[config.mk]
export PLATFORM = sky130hd
export DESIGN_NAME = queue_tx_serializer
export DESIGN_NICKNAME = d
export VERILOG_FILES = /design/src/rtl/queue_tx_pkg.sv /design/src/rtl/baud_tick_gen.sv /design/src/rtl/queue_tx_serializer.sv
export SDC_FILE = /design/constraint.sdc
export NUM_CORES = 1
export LEC_CHECK = 0
export CAP_MARGIN = 5
export CORE_MARGIN = 1
export CORE_UTILIZATION = 35
export CTS_BUF_LIST = sky130_fd_sc_hd__clkbuf_2 sky130_fd_sc_hd__clkbuf_4 sky130_fd_sc_hd__clkbuf_8
export DETAILED_ROUTE_END_ITERATION = 6
export PLACE_DENSITY_LB_ADDON = 0.08
export SLEW_MARGIN = 30
export SYNTH_ARGS = -nofsm -noshare
export SYNTH_HDL_FRONTEND = slang
export SYNTH_SLANG_ARGS = --single-unit
[constraint.sdc]
create_clock -name clk -period 1.98 [get_ports clk]
set_clock_uncertainty 0.2 [all_clocks]
set_input_delay 0.396 -clock clk [delete_from_list [all_inputs] [get_ports clk]]
set_output_delay 0.396 -clock clk [all_outputs]
set_load 0.01 [all_outputs]
[src/rtl/queue_tx_pkg.sv]
// Shared types and line levels for the queue TX serializer.
// Used by queue_tx_serializer; the PARITY state is only reached when QUEUE_TX_PARITY_EN is defined.
package queue_tx_pkg;

  typedef enum logic [2:0] {
    IDLE   = 3'd0,
    FETCH  = 3'd1,
    LOAD   = 3'd2,
    START  = 3'd3,
    DATA   = 3'd4,
    PARITY = 3'd5,
    STOP   = 3'd6
  } tx_state_t;

  localparam logic TX_IDLE_LVL  = 1'b1;
  localparam logic TX_START_LVL = 1'b0;

endpackage

[src/rtl/baud_tick_gen.sv]
// Bit-period counter: counts 0..CLKS_PER_BIT-1 while run is high and
// pulses bit_end in the last cycle of each bit. Held at 0 while run is low.
module baud_tick_gen #(
  parameter int CLKS_PER_BIT = 16
) (
  input  logic clk,
  input  logic rst,
  input  logic run,
  output logic bit_end
);

  localparam int CW = (CLKS_PER_BIT > 1) ? $clog2(CLKS_PER_BIT) : 1;
  localparam logic [CW-1:0] LAST = CW'(CLKS_PER_BIT - 1);

  logic [CW-1:0] cnt_q, cnt_d;

  always_comb begin
    cnt_d = '0;
    if (run && (cnt_q != LAST)) cnt_d = cnt_q + CW'(1);
  end

  always_ff @(posedge clk or negedge rst) begin
    if (!rst) cnt_q <= '0;
    else      cnt_q <= cnt_d;
  end

  assign bit_end = run && (cnt_q == LAST);

endmodule

[src/rtl/queue_tx_serializer.sv]
// Pops bytes from the byte queue and sends them as start/data(LSB first)/stop frames.
// Define QUEUE_TX_PARITY_EN to insert an even-parity bit between data and stop.
module queue_tx_serializer
  import queue_tx_pkg::*;
#(
  parameter int CLKS_PER_BIT = 16,
  parameter int DATA_W       = 8
) (
  input  logic              clk,
  input  logic              rst,
  input  logic              enable,
  input  logic              q_empty,
  input  logic [DATA_W-1:0] q_data,
  output logic              q_rd,
  output logic              tx,
  output logic              busy,
  output logic              done
);

  localparam int BW = (DATA_W > 1) ? $clog2(DATA_W) : 1;
  localparam logic [BW-1:0] BIT_LAST = BW'(DATA_W - 1);

  tx_state_t         state_q, state_d;
  logic [DATA_W-1:0] sh_q, sh_d;
  logic [BW-1:0]     bit_q, bit_d;
  logic              run, bit_end;
`ifdef QUEUE_TX_PARITY_EN
  logic              par_q, par_d;
`endif

  assign run = (state_q == START) || (state_q == DATA) ||
               (state_q == PARITY) || (state_q == STOP);

  baud_tick_gen #(.CLKS_PER_BIT(CLKS_PER_BIT)) u_baud (
    .clk     (clk),
    .rst     (rst),
    .run     (run),
    .bit_end (bit_end)
  );

  always_ff @(posedge clk or negedge rst) begin
    if (!rst) state_q <= IDLE;
    else      state_q <= state_d;
  end

  always_comb begin
    state_d = state_q;
    case (state_q)
      IDLE:    if (enable && !q_empty) state_d = FETCH;
      FETCH:   state_d = LOAD;
      LOAD:    state_d = START;
      START:   if (bit_end) state_d = DATA;
`ifdef QUEUE_TX_PARITY_EN
      DATA:    if (bit_end && (bit_q == BIT_LAST)) state_d = PARITY;
      PARITY:  if (bit_end) state_d = STOP;
`else
      DATA:    if (bit_end && (bit_q == BIT_LAST)) state_d = STOP;
`endif
      STOP:    if (bit_end) state_d = IDLE;
      default: state_d = IDLE;
    endcase
  end

  always_comb begin
    q_rd = (state_q == FETCH);
    busy = (state_q != IDLE);
    done = (state_q == STOP) && bit_end;
    tx   = TX_IDLE_LVL;
    case (state_q)
      START:   tx = TX_START_LVL;
      DATA:    tx = sh_q[0];
`ifdef QUEUE_TX_PARITY_EN
      PARITY:  tx = par_q;
`endif
      default: tx = TX_IDLE_LVL;
    endcase
  end

  // Shift register, bit counter and parity advance together at each data bit boundary.
  always_comb begin
    sh_d  = sh_q;
    bit_d = bit_q;
`ifdef QUEUE_TX_PARITY_EN
    par_d = par_q;
`endif
    if (state_q == LOAD) begin
      sh_d  = q_data;
      bit_d = '0;
`ifdef QUEUE_TX_PARITY_EN
      par_d = 1'b0;
`endif
    end else if ((state_q == DATA) && bit_end) begin
      sh_d  = sh_q >> 1;
      bit_d = (bit_q == BIT_LAST) ? '0 : bit_q + BW'(1);
`ifdef QUEUE_TX_PARITY_EN
      par_d = par_q ^ sh_q[0];
`endif
    end
  end

  always_ff @(posedge clk or negedge rst) begin
    if (!rst) begin
      sh_q  <= '0;
      bit_q <= '0;
`ifdef QUEUE_TX_PARITY_EN
      par_q <= 1'b0;
`endif
    end else begin
      sh_q  <= sh_d;
      bit_q <= bit_d;
`ifdef QUEUE_TX_PARITY_EN
      par_q <= par_d;
`endif
    end
  end

endmodule

==> metrics.txt <==
outcome=complete, no violations; Seq pwr share=0.586; met1 WL=915 um; post-synthesis simple-gate area fraction=0.164; total CTS buffers=3; vias in the first global route=680; Starting DRT DRC Count=6; Setup crit end kind=primary output; Total Routing Usage GR=0.144; P_leak=0.532 nW; HP Class=input port to asynchronous set/reset pin; via count=779; Post-Layout Inst Area=1260 um2; routed len/inst=12.1 um; Yosys cell types=33; RSZ-0062 raised after global routing=yes; multiplexer share of the synthesized area=0.0627; initial antenna violation count=0; DR DRC count=0; Adder-Cell Fraction of Synth Area=0.0392; clock-pin slew on the worst setup and hold paths=0.11 ns; Rows=18; Tightest Pin Transition=0.361 ns; global route total overflow=0; final wirelength=1900 um; CTS Hold Bufs=0; final count of hold timing violations=0; complex-gate fraction of the synthesized area=0.166; Core ar.=2520 um2; I/O pins=16; Final setup viols=0; placed insts=151; most frequent cells in the layout=dfrtp_1 (18), nor2_1 (14), buf_4 (14), clkdlybuf4s50_1 (11), a21oi_1 (9); most common cell after layout, fill and taps aside=dfrtp_1; GPL Wtd Cong=0.764; Final Cycle Share=0.955; Critical Path Fanout Max=7; # diodes=0; Max-Cap Viols=0; combinational power share=0.065; drt first pass iters=4; Final #Nets=143; Avg Synthesized Cell Area=9.88 um2; placed cell areas=1210 um2; main combinational cell family by area after synthesis=compound AO/OA/AOI/OAI gates; setup slack after layout=0.0881 ns; clock latency on the worst-skew pair=0.29 ns; Setup TNS=0 ns; CP arrival=1.30 ns; via/cell ratio=4.96; Yosys reg bits=18; Max Clk Rate=529 MHz; remaining antenna violation count=0; Max clock buf depth=2; Worst R2R Setup Slack=0.19 ns; syn nets=112; highest routed metal layer=met4; die width=54.3 um; chip height=54.3 um; sequential share of the synthesized area=0.470; routed wl met3=98 um; root cell of the clock tree=clkbuf_4; Initial Util=0.380; Pint=0.000514 W; maximum vdd drop=302 uV; final non-filler cell total=157; Critical Path RT=1.38 ns; H-tree levels=1; post-layout min period=1.89 ns; yosys warns=0; switching portion of total power=0.205; met2 routed WL=876 um; XOR/XNOR Fraction of Synth Area=0.0274; CTS tree=built; clock sink total=18; pwr dens=513 nW/um2; Clk pwr share=0.349; first-pass GRT wire length=2980 um; largest net degree at the start of global routing=19; Hold WS=0.224 ns; relative slew slack=0.759; Worst setup SP type=register; layout cell share with drive strength beyond 1=0.252; DP HPWL=1410 um; layout overhead on the synthesized area=31.3%; pre-CTS WS=-0.0515 ns; Post-Syn Area=958 um2; Buffers on Ports=15; DIE AREA=2950 um2; final max-slew violation count=0; CP Class=register to primary output; Sw Pwr=0.000132 W; Synth Instances=97; Worst Reg2Reg Path Length in Cells=5
per-stage QoR:
step,power [W],util
global placement,0.000429,0.478
CTS,0.000661,0.496
finish,0.000646,0.499
floorplan,0.000395,-
global route,0.000683,0.499
detailed placement,0.000430,0.478
critical path, stage by stage (launching register included):
cell and delay (ns):
dfrtp_1 0.40, buf_6 0.14, or3_1 0.32, buf_2 0.14
sequential cells by signal, summed over array words and instances (netlist names):
signal	cells
sh_q	8
u_baud.cnt_q	4
bit_q	3
state_q	3
Yosys cell counts (all sizes together):
cell type | instances | area (um2)
a21oi | 11 | 62.6
a22o | 1 | 8.76
a22oi | 1 | 7.51
a32oi | 1 | 8.76
and2 | 2 | 12.5
and3 | 1 | 6.26
buf | 3 | 33.8
clkbuf | 1 | 3.75
dfrtp | 18 | 450
ha | 3 | 37.5
inv | 8 | 30.0
mux2i | 6 | 60.1
nand2 | 4 | 15.0
nand2b | 1 | 6.26
nand3 | 2 | 10.0
nand4b | 1 | 8.76
nor2 | 15 | 56.3
nor2b | 1 | 6.26
nor3 | 1 | 5.00
nor3b | 1 | 12.5
nor4 | 1 | 6.26
o21ai | 2 | 10.0
o21bai | 1 | 18.8
o22ai | 4 | 25.0
o31ai | 1 | 7.51
o32a | 1 | 10.0
or2 | 1 | 6.26
or3 | 1 | 6.26
xnor2 | 2 | 17.5
xor2 | 1 | 8.76
metal layers:
metal | up-vias | track usage
li1 | 398 | -
met4 | 0 | 0.0641
met2 | 20 | 0.224
met5 | - | 0
met1 | 359 | 0.189
met3 | 2 | 0.0333
cell families after synthesis:
logic type	after synthesis
buffers and inverters	12
adder cells (fa/ha/maj)	3
flip-flops	18
XOR/XNOR	3
AO/OA/AOI/OAI	23
multiplexers	6
AND/OR/NAND/NOR	32
final cells by class:
cell class                      instances  area (um2)
Sequential cell                        18         450
Fill cell                             257        1260
Tap cell                               30        37.5
Multi-Input combinational cell         67         458
Inverter                                8        30.0
Timing Repair Buffer                   30         246
Clock buffer                            4        36.3
power by group through the flow:
stage | registers (W) | logic, W | clock network (W)
floorplan | 0.000385 | 0.0000106 | 0
global placement | 0.000385 | 0.0000441 | 0
detailed placement | 0.000386 | 0.0000447 | 0
CTS | 0.000378 | 0.0000444 | 0.000238
global route | 0.000379 | 0.0000467 | 0.000257
finish | 0.000378 | 0.0000422 | 0.000225
path summary, 6_finish.rpt:
| check | startpoint | endpoint |
|---|---|---|
| worst min register to register | sh_q[2] | sh_q[2] |
| max in group asynchronous | rst | sh_q[0] |
| worst max-delay path | state_q[0] | busy |
| worst min-delay path | rst | sh_q[6] |
| min in group clk | sh_q[2] | sh_q[2] |
| worst max register to register | state_q[1] | sh_q[4] |
what timing repair did:
item | in CTS | in global routing
gates resized for setup | 16 | 4
setup buffers | 0 | 2
pin swaps | 2 | 0
endpoints found under the setup margin | 4 | 4
No activity file was read; power rests on OpenSTA's default activity.
